==> src/rtl/alu_pkg.sv <==
// Shared definitions for the pipelined ARM data-processing ALU:
// opcode encodings, flag bit positions and adder sizing.
package alu_pkg;

    localparam logic [3:0] FN_AND = 4'h0;
    localparam logic [3:0] FN_EOR = 4'h1;
    localparam logic [3:0] FN_SUB = 4'h2;
    localparam logic [3:0] FN_RSB = 4'h3;
    localparam logic [3:0] FN_ADD = 4'h4;
    localparam logic [3:0] FN_ADC = 4'h5;
    localparam logic [3:0] FN_SBC = 4'h6;
    localparam logic [3:0] FN_RSC = 4'h7;
    localparam logic [3:0] FN_TST = 4'h8;
    localparam logic [3:0] FN_TEQ = 4'h9;
    localparam logic [3:0] FN_CMP = 4'hA;
    localparam logic [3:0] FN_CMN = 4'hB;
    localparam logic [3:0] FN_ORR = 4'hC;
    localparam logic [3:0] FN_MOV = 4'hD;
    localparam logic [3:0] FN_BIC = 4'hE;
    localparam logic [3:0] FN_MVN = 4'hF;

    localparam int FLAG_N = 3;
    localparam int FLAG_Z = 2;
    localparam int FLAG_C = 1;
    localparam int FLAG_V = 0;

    // Extra adder bit above the datapath that captures carry-out.
    localparam int ADDER_GUARD_BITS = 1;

    // TST/TEQ/CMP/CMN (0x8..0xB) only set flags and never write back.
    function automatic logic fn_is_compare(input logic [3:0] fn);
        return (fn[3:2] == 2'b10);
    endfunction

endpackage

==> src/rtl/alu_core.sv <==
// Combinational ARM data-processing core: one shared adder for all arithmetic
// ops, bitwise unit for logical ops, and NZCV generation.
module alu_core
    import alu_pkg::*;
#(
    parameter int WIDTH = 32
) (
    input  logic [3:0]       i_fn,
    input  logic [WIDTH-1:0] i_a,
    input  logic [WIDTH-1:0] i_b,
    input  logic             i_shifter_c,
    input  logic [3:0]       i_flags_in,
    output logic [WIDTH-1:0] o_r,
    output logic [3:0]       o_nzcv,
    output logic             o_wr_en
);

    logic [WIDTH-1:0]                  w_x;
    logic [WIDTH-1:0]                  w_y;
    logic                              w_cin;
    logic                              w_arith;
    logic [WIDTH-1:0]                  w_logic;
    logic [WIDTH+ADDER_GUARD_BITS-1:0] w_sum;
    logic                              w_unused_flags;

    // Operand steering: subtracts become X + ~Y + cin on the single adder.
    always_comb begin
        w_x     = '0;
        w_y     = '0;
        w_cin   = 1'b0;
        w_arith = 1'b1;
        case (i_fn)
            FN_ADD, FN_CMN: begin w_x = i_a; w_y = i_b;  w_cin = 1'b0; end
            FN_ADC:         begin w_x = i_a; w_y = i_b;  w_cin = i_flags_in[FLAG_C]; end
            FN_SUB, FN_CMP: begin w_x = i_a; w_y = ~i_b; w_cin = 1'b1; end
            FN_SBC:         begin w_x = i_a; w_y = ~i_b; w_cin = i_flags_in[FLAG_C]; end
            FN_RSB:         begin w_x = i_b; w_y = ~i_a; w_cin = 1'b1; end
            FN_RSC:         begin w_x = i_b; w_y = ~i_a; w_cin = i_flags_in[FLAG_C]; end
            default:        w_arith = 1'b0;
        endcase
    end

    always_comb begin
        w_logic = '0;
        case (i_fn)
            FN_AND, FN_TST: w_logic = i_a & i_b;
            FN_EOR, FN_TEQ: w_logic = i_a ^ i_b;
            FN_ORR:         w_logic = i_a | i_b;
            FN_MOV:         w_logic = i_b;
            FN_BIC:         w_logic = i_a & ~i_b;
            FN_MVN:         w_logic = ~i_b;
            default:        w_logic = '0;
        endcase
    end

    assign w_sum = {{ADDER_GUARD_BITS{1'b0}}, w_x}
                 + {{ADDER_GUARD_BITS{1'b0}}, w_y}
                 + {{WIDTH{1'b0}}, w_cin};

    assign o_r = w_arith ? w_sum[WIDTH-1:0] : w_logic;

    assign o_nzcv[FLAG_N] = o_r[WIDTH-1];
    assign o_nzcv[FLAG_Z] = (o_r == '0);
    assign o_nzcv[FLAG_C] = w_arith ? w_sum[WIDTH] : i_shifter_c;
    assign o_nzcv[FLAG_V] = w_arith ? ((w_x[WIDTH-1] == w_y[WIDTH-1]) && (o_r[WIDTH-1] != w_x[WIDTH-1]))
                                    : i_flags_in[FLAG_V];

    assign o_wr_en = !fn_is_compare(i_fn);

    // N and Z of the incoming flags never influence a result.
    assign w_unused_flags = ^i_flags_in[FLAG_N:FLAG_Z];

endmodule

==> src/rtl/alu_pipe.sv <==
// Two-stage pipelined ALU (E1 operands, E2 result) with valid/ready on both
// sides and the architectural NZCV register updated on the E1->E2 edge.
module alu_pipe
    import alu_pkg::*;
#(
    parameter int WIDTH = 32
) (
    input  logic             i_clk,
    input  logic             i_rst,
    input  logic             i_in_valid,
    output logic             o_in_ready,
    input  logic [3:0]       i_fn,
    input  logic             i_s,
    input  logic [WIDTH-1:0] i_left_op,
    input  logic [WIDTH-1:0] i_right_op,
    input  logic             i_shifter_c,
    output logic             o_out_valid,
    input  logic             i_out_ready,
    output logic [WIDTH-1:0] o_alu_output,
    output logic             o_wr_en,
    output logic [3:0]       o_out_flags,
    output logic [3:0]       o_flags
);

    logic             r_e1_valid;
    logic [3:0]       r_e1_fn;
    logic             r_e1_s;
    logic [WIDTH-1:0] r_e1_a;
    logic [WIDTH-1:0] r_e1_b;
    logic             r_e1_shifter_c;

    logic             r_e2_valid;
    logic [WIDTH-1:0] r_e2_result;
    logic [3:0]       r_e2_flags;
    logic             r_e2_wr_en;

    logic [3:0]       r_flags;

    logic             w_advance_e2;
    logic [WIDTH-1:0] w_core_r;
    logic [3:0]       w_core_nzcv;
    logic             w_core_wr_en;

    alu_core #(.WIDTH(WIDTH)) u_core (
        .i_fn        (r_e1_fn),
        .i_a         (r_e1_a),
        .i_b         (r_e1_b),
        .i_shifter_c (r_e1_shifter_c),
        .i_flags_in  (r_flags),
        .o_r         (w_core_r),
        .o_nzcv      (w_core_nzcv),
        .o_wr_en     (w_core_wr_en)
    );

    assign w_advance_e2 = !r_e2_valid || i_out_ready;
    assign o_in_ready   = !r_e1_valid || w_advance_e2;

    always_ff @(posedge i_clk or posedge i_rst) begin
        if (i_rst) begin
            r_e1_valid     <= 1'b0;
            r_e1_fn        <= '0;
            r_e1_s         <= 1'b0;
            r_e1_a         <= '0;
            r_e1_b         <= '0;
            r_e1_shifter_c <= 1'b0;
        end else if (o_in_ready) begin
            r_e1_valid <= i_in_valid;
            if (i_in_valid) begin
                r_e1_fn        <= i_fn;
                r_e1_s         <= i_s;
                r_e1_a         <= i_left_op;
                r_e1_b         <= i_right_op;
                r_e1_shifter_c <= i_shifter_c;
            end
        end
    end

    always_ff @(posedge i_clk or posedge i_rst) begin
        if (i_rst) begin
            r_e2_valid  <= 1'b0;
            r_e2_result <= '0;
            r_e2_flags  <= '0;
            r_e2_wr_en  <= 1'b0;
        end else if (w_advance_e2) begin
            r_e2_valid <= r_e1_valid;
            if (r_e1_valid) begin
                r_e2_result <= w_core_r;
                r_e2_flags  <= w_core_nzcv;
                r_e2_wr_en  <= w_core_wr_en;
            end
        end
    end

    // Committing flags as the op leaves E1 means the next op in E1 already
    // sees them, so no forwarding path is required.
    always_ff @(posedge i_clk or posedge i_rst) begin
        if (i_rst) begin
            r_flags <= '0;
        end else if (w_advance_e2 && r_e1_valid && r_e1_s) begin
            r_flags <= w_core_nzcv;
        end
    end

    assign o_out_valid  = r_e2_valid;
    assign o_alu_output = r_e2_result;
    assign o_wr_en      = r_e2_wr_en;
    assign o_out_flags  = r_e2_flags;
    assign o_flags      = r_flags;

endmodule
==> config.mk <==
export PLATFORM = sky130hd
export DESIGN_NAME = alu_pipe
export DESIGN_NICKNAME = d
export VERILOG_FILES = /design/src/rtl/alu_pkg.sv /design/src/rtl/alu_core.sv /design/src/rtl/alu_pipe.sv
export SDC_FILE = /design/constraint.sdc
export NUM_CORES = 1
export LEC_CHECK = 0
export CORE_MARGIN = 2
export CORE_UTILIZATION = 48
export DETAILED_ROUTE_END_ITERATION = 10
export GPL_TIMING_DRIVEN = 0
export HOLD_SLACK_MARGIN = 0.08
export MAX_ROUTING_LAYER = met4
export PLACE_DENSITY = 0.75
export SLEW_MARGIN = 20
export SYNTH_ARGS = -nofsm -noshare
export SYNTH_HDL_FRONTEND = slang
export SYNTH_HIERARCHICAL = 1
export SYNTH_SLANG_ARGS = --single-unit
==> constraint.sdc <==
create_clock -name i_clk -period 5.4 [get_ports i_clk]
set_input_delay 0.81 -clock i_clk [delete_from_list [all_inputs] [get_ports i_clk]]
set_output_delay 0.81 -clock i_clk [all_outputs]
set_load 0.01 [all_outputs]
# Yosys cells after proc, flatten, opt, wreduce, memory -nomap -nowiden
# Cells that the tools add are included.
# totals
reg_bits	113
out_inout_bits	43
word_cells	66
# classes
n_addsub	2
n_eq_ne	18
muxes	8
bitwise_logic	6
n_reduce_logical	21
# op_table
operator	count
$pmux 32 s6	1
$pmux 32 s3	1
$and 32x32->32	2
$not 32->32	2
$pmux 32 s2	1
$add 32x32->33	1
$add 33x1->33	1
$eq 4x4->1 const B	8
$logic_not 32->1	1
$mux 32	1
$or 32x32->32	1
$xor 32x32->32	1
$eq 4x3->1 const B	4
$reduce_or 3->1	4
$eq 4x2->1 const B	2
$reduce_or 8->1	1
$reduce_or 2->1	3
$reduce_or 6->1	1
$eq 4x1->1 const B	1
$logic_not 4->1	1
$reduce_and 2->1	2
$logic_and 1x1->1	3
$logic_not 1->1	3
$mux 1	3
other kinds (5)	6

# Depth between registers and ports, before layout
# logic_depth
word_depth	9
depth_mapped	22
mapped_depth_nobuf	17

# Cells and area by module
# The synthesis kept the hierarchy.
# by_module_without_submodules
module	n_inst	cells_per_inst	area_per_inst_um2	seq_area_each_um2
alu_core	1	923	5755.5	0.0
alu_pipe	1	243	4418.0	2827.7

# Worst setup path before layout
# Ideal clock, no wire load.
# synth_timing
path_kind	register to register
startpoint	register r_e1_fn[1]
endpoint	register r_e2_flags[2] (netlist: o_out_flags[2])
arrival_ns	5.046
required_ns	5.336
slack_ns	0.290
path_stages_with_launch	23
n_path_buf	6
synth_period_minus_slack_ns	5.110
cell_sequence	dfrtp_1 buf_6 buf_6 buf_6 buf_2 buf_2 o22ai_1 nand2b_1 clkbuf_1 a22oi_1 fa_1 inv_1 fa_1 a21o_1 a221o_1 and3_1 mux2i_1 a2111o_1 or4_1 nor4_1 nand4b_1 nor2_1 mux2_4
# synth_via
elab_chain_cells	7
# synth_rtl
item	line	rtl
start: declaration	alu_pipe.sv:26	logic [3:0] r_e1_fn;
start signal: assignment	alu_pipe.sv:69	r_e1_fn <= i_fn;
$eq 4x3->1 (tied with other cells)	alu_core.sv:32	case (i_fn)
$reduce_or 6->1 (no line) (tied with other cells)	--	
$pmux 32 s2 or $pmux 32 s3 (tied branches)	alu_core.sv:32	
$add 32x32->33	alu_core.sv:57	+ {{ADDER_GUARD_BITS{1'b0}}, w_y}
$add 33x1->33	alu_core.sv:58	+ {{WIDTH{1'b0}}, w_cin};
$mux 32 (*)	alu_core.sv:60	assign o_r = w_arith ? w_sum[WIDTH-1:0] : w_logic;
via w_core_r[8]	alu_pipe.sv:40	logic [WIDTH-1:0] w_core_r;
$logic_not 32->1 (*)	alu_core.sv:63	assign o_nzcv[FLAG_Z] = (o_r == '0);
via w_core_nzcv[2]	alu_pipe.sv:41	logic [3:0] w_core_nzcv;
end signal: assignment	alu_pipe.sv:88	r_e2_flags <= w_core_nzcv;
end: declaration	alu_pipe.sv:34	logic [3:0] r_e2_flags;
# The timed path passes the listed nets; every way through them passes the cells marked *.
# A chain may end at the register's enable or synchronous reset.

# Final worst setup path
# layout_timing
startpoint	register r_e1_fn[2]
endpoint	register r_flags[2] (netlist: o_flags[2])
# layout_via
elab_chain_cells	7
# layout_rtl
item	line	rtl
$eq 4x3->1 (tied with other cells)	alu_core.sv:32	
$reduce_or 6->1 (no line) (tied with other cells)	--	
$pmux 32 s2 or $pmux 32 s3 (tied branches)	alu_core.sv:32	
$add 32x32->33	alu_core.sv:57	
$add 33x1->33	alu_core.sv:58	
$mux 32 (*)	alu_core.sv:60	
via w_core_r[8]	alu_pipe.sv:40	
$logic_not 32->1 (*)	alu_core.sv:63	
via w_core_nzcv[2]	alu_pipe.sv:41	
end signal: assignment	alu_pipe.sv:100	r_flags <= w_core_nzcv;
end: declaration	alu_pipe.sv:37	logic [3:0] r_flags;
# Marked as above.

==> impl_metrics.yaml <==
outcome:
  status: "completed"
synthesis:
  syn_avg_cell_area_um2: 8.73
  syn_nets: 1305
  ys_seq_area_share_pct: 27.8
  netlist_area_mm2: 0.0102
  ys_ff_latch: 113
  synth_commonest_cells: "nand2_1, dfrtp_1, mux2_2, inv_1, o21ai_0"
  synth_async_sr_flop_share_pct: 100
  synth_cell_type_count: 75
  ys.flop_type: "dfrtp_1"
  synth_edf_count: 0
  synth_most_common_cell: "nand2_1"
  ys_top_cells_by_area: "dfrtp_1, mux2_2, ha_1"
  ys_warn_count: 6
  syn-instance-count: 1166
  synth_top_area_share_pct: 27.8
  yosysTopAreaCell: "dfrtp_1"
critical_path:
  reg2regPathDepth: 20
  cp_cell_sequence: "buf_6, clkbuf_2, nand2b_1, o22ai_4, nand2b_4, buf_4, a22oi_2, fa_2, inv_1, fa_1, a21o_1, a221o_1, and3_1, mux2i_1, a2111o_1, or4_4, nor4_4, nand4b_1, nor2_2, mux2_4"
  worst_ep_arrival_time_ns: 5.69
  required_ns: 5.76
  end_kind: "flip-flop"
  path_max_fanout: 10
  cpMaxStageDelayCell: "or4_4"
  startpoint_type: "flip-flop"
  critPathKind: "reg -> reg"
  crit_path_max_incr_delay_ns: 0.55
clocking:
  cts_sinks: 113
  clk_latency_ns: 0.43
  cts_max_path_buffers: 2
  root_buffer: "clkbuf_16"
  cts_hold_buf: 0
  cts_buffers: 17
  cts_tree: "built"
  clk_pin_slew_worst_paths_ns: 0.05
  h-tree-depth: 4
final_layout:
  syn_to_final_growth_pct: 22.7
  final_cell_area_mm2: 0.0125
  fillers: 1854
  fin_util_pct: 59.8
  fin_nets: 1439
  drive_gt1_share_pct: 17.4
  insertedDiodeCount: 0
grt:
  grt_pass1_wl_um: 50600
  grt_max_degree: 60
  grt.overflow.total: 0
  grt_pass1_vias: 8865
  antenna_found_initial: 0
  grt_usage_pct: 30.5
sta:
  slew_viol_final: 0
  setup_violations: 0
  fin_crit_ns: 5.33
  post-route-period-util_pct: 98.6
  finalHoldViolations: 0
  skew_ns: 0.0129
  max_slew.worst_pin.slew_ns: 1.09
  rsz0062_at_grt: "false"
  fmax_ghz: 0.188
  slew_headroom_pct: 26.9
  tns_ns: 0
hold_path:
  hold_depth: 1
  min_path_type: "reg -> reg"
power_and_ir_drop:
  powerDensity_mw_per_mm2: 413
  clkPwrFrac_pct: 21.5
  p_sw_share_pct: 41.8
  seqPwrFrac_pct: 24.9
  power.leakage_nw: 5.41
  vdd_ir_drop_max_v: 0.000237
  intPower_mw: 3.00
  p_switching_mw: 2.15
  combPwrFrac_pct: 53.6
place:
  gp_congestion: 1.02
  dp_hpwl_um: 25300
  io_buffers: 116
  place_area_mm2: 0.0117
route:
  via_count: 9850
  drc: 0
  wirelength_um: 33000
  ant_nets: 0
  viasPerCell: 6.20
  drtPass1Iterations: 6
  wire_per_inst_um: 20.8
  drt_iter0_drc: 1236
floorplan:
  fp.coreArea_mm2: 0.0209
  die_x_um: 150
  die-area_mm2: 0.0224
  initial_core_util_pct: 48.7
  pin_count: 117
  core.rowCount: 53
  die_y_um: 150
job:
  maxCapViolCount: 0
-- flip-flops by register name, summed over array words and instances, names as in the netlist --
signal and flops:
o_alu_output 32, o_flags 4, o_out_flags 4, o_out_valid 1, o_wr_en 1, r_e1_a 32
r_e1_b 32, r_e1_fn 4, r_e1_s 1, r_e1_shifter_c 1, r_e1_valid 1
-- cells in the final DEF (no fill, tap or decap), drive strengths merged, types with 7 or more instances in the layout --
master	n
nand4	15
or2	7
nor2b	7
nand3	22
o221ai	38
buf	38
a211oi	12
nand2b	11
o31ai	9
o21a	14
dfrtp	113
a21o	11
a21oi	65
inv	75
mux2	112
nand4b	7
a31oi	9
and3	7
o211ai	17
nor3	30
mux2i	10
clkdlybuf4s50	116
a221oi	8
xnor2	19
clkbuf	67
nand2	138
xor2	32
o21ai	70
ha	63
nor2	62
-- worst max-delay path: cells and delay by family (launching register included) --
family | cells | cell delay, ns
AOI/OAI and AO/OA | 5 | 1.46
adders and majority gates | 2 | 0.71
buffers and inverters | 4 | 0.65
DFF | 1 | 0.35
muxes | 2 | 0.27
and+or+nand+nor | 7 | 1.82
-- power by group through the flow --
stage	clock, mW	sequential [mW]	combinational (mW)
final	1.11	1.28	2.76
after floorplan	0	1.29	1.67
after global routing	1.16	1.31	2.97
after global placement	0	1.29	2.56
after detailed placement	0	1.29	2.60
after CTS	1.12	1.28	2.66
-- cell families after synthesis --
group                    Yosys count  share of synthesized area [%]
XOR/XNOR                          51                           4.39
buffers and inverters            160                           7.34
adder cells (fa/ha/maj)           65                           8.14
multiplexers                     122                           14.6
flip-flops                       113                           27.8
AND/OR/NAND/NOR                  344                           16.7
AO/OA/AOI/OAI                    311                           21.0
-- path summary, 6_finish.rpt --
check / startpoint / end / slack [ns]
worst max-delay path: r_e1_fn[2] / o_flags[2] / 0.07
worst min-delay path: o_alu_output[18] / o_alu_output[18] / 0.51
worst max register to register: r_e1_fn[2] / o_flags[2] / 0.07
worst min register to register: o_alu_output[18] / o_alu_output[18] / 0.51
max in group asynchronous: i_rst / r_e1_a[31] / 3.95
min in group asynchronous: i_rst / o_alu_output[1] / 0.80
-- area by class of cell --
type                    count  area (um^2)  share of cell area, %
well taps                 275          344                   2.76
clock buffers              21          460                   3.69
inverters                  75          287                   2.30
flip-flops and latches    113         2830                   22.7
clock inverters            11          113                  0.902
plain buffers              81          512                   4.10
multi-input cells         893         6740                   54.0
repair buffers            119         1200                   9.64
-- repair_timing --
action | CTS | global route
pin swaps | 0 | 4
gates cloned | 0 | 0
setup endpoints to repair | 29 | 10
buffers inserted | 0 | 2
gates resized for setup | 31 | 27
-- layer usage --
| metal | wire (um) | vias to the layer above | global-route usage (%) |
|---|---|---|---|
| met5 | 0 | - | - |
| met4 | 1120 | 0 | 11.1 |
| met3 | 3270 | 68 | 4.54 |
| met2 | 14000 | 548 | 43.2 |
| met1 | 14600 | 4694 | 44.0 |
| li1 | - | 4540 | - |
-- stage by stage --
step	instances	setup slack (ns)	total power, mW	hold WS (ns)
after floorplan	1166	0.290	2.96	0.471
after global placement	1557	-1.18	3.85	0.487
after detailed placement	1558	-1.17	3.90	0.495
after CTS	1587	0.0101	5.06	0.511
after global routing	1588	0.00760	5.44	0.516
final	1588	0.0734	5.15	0.508
Note: power is estimated with default switching activity, not from simulation.
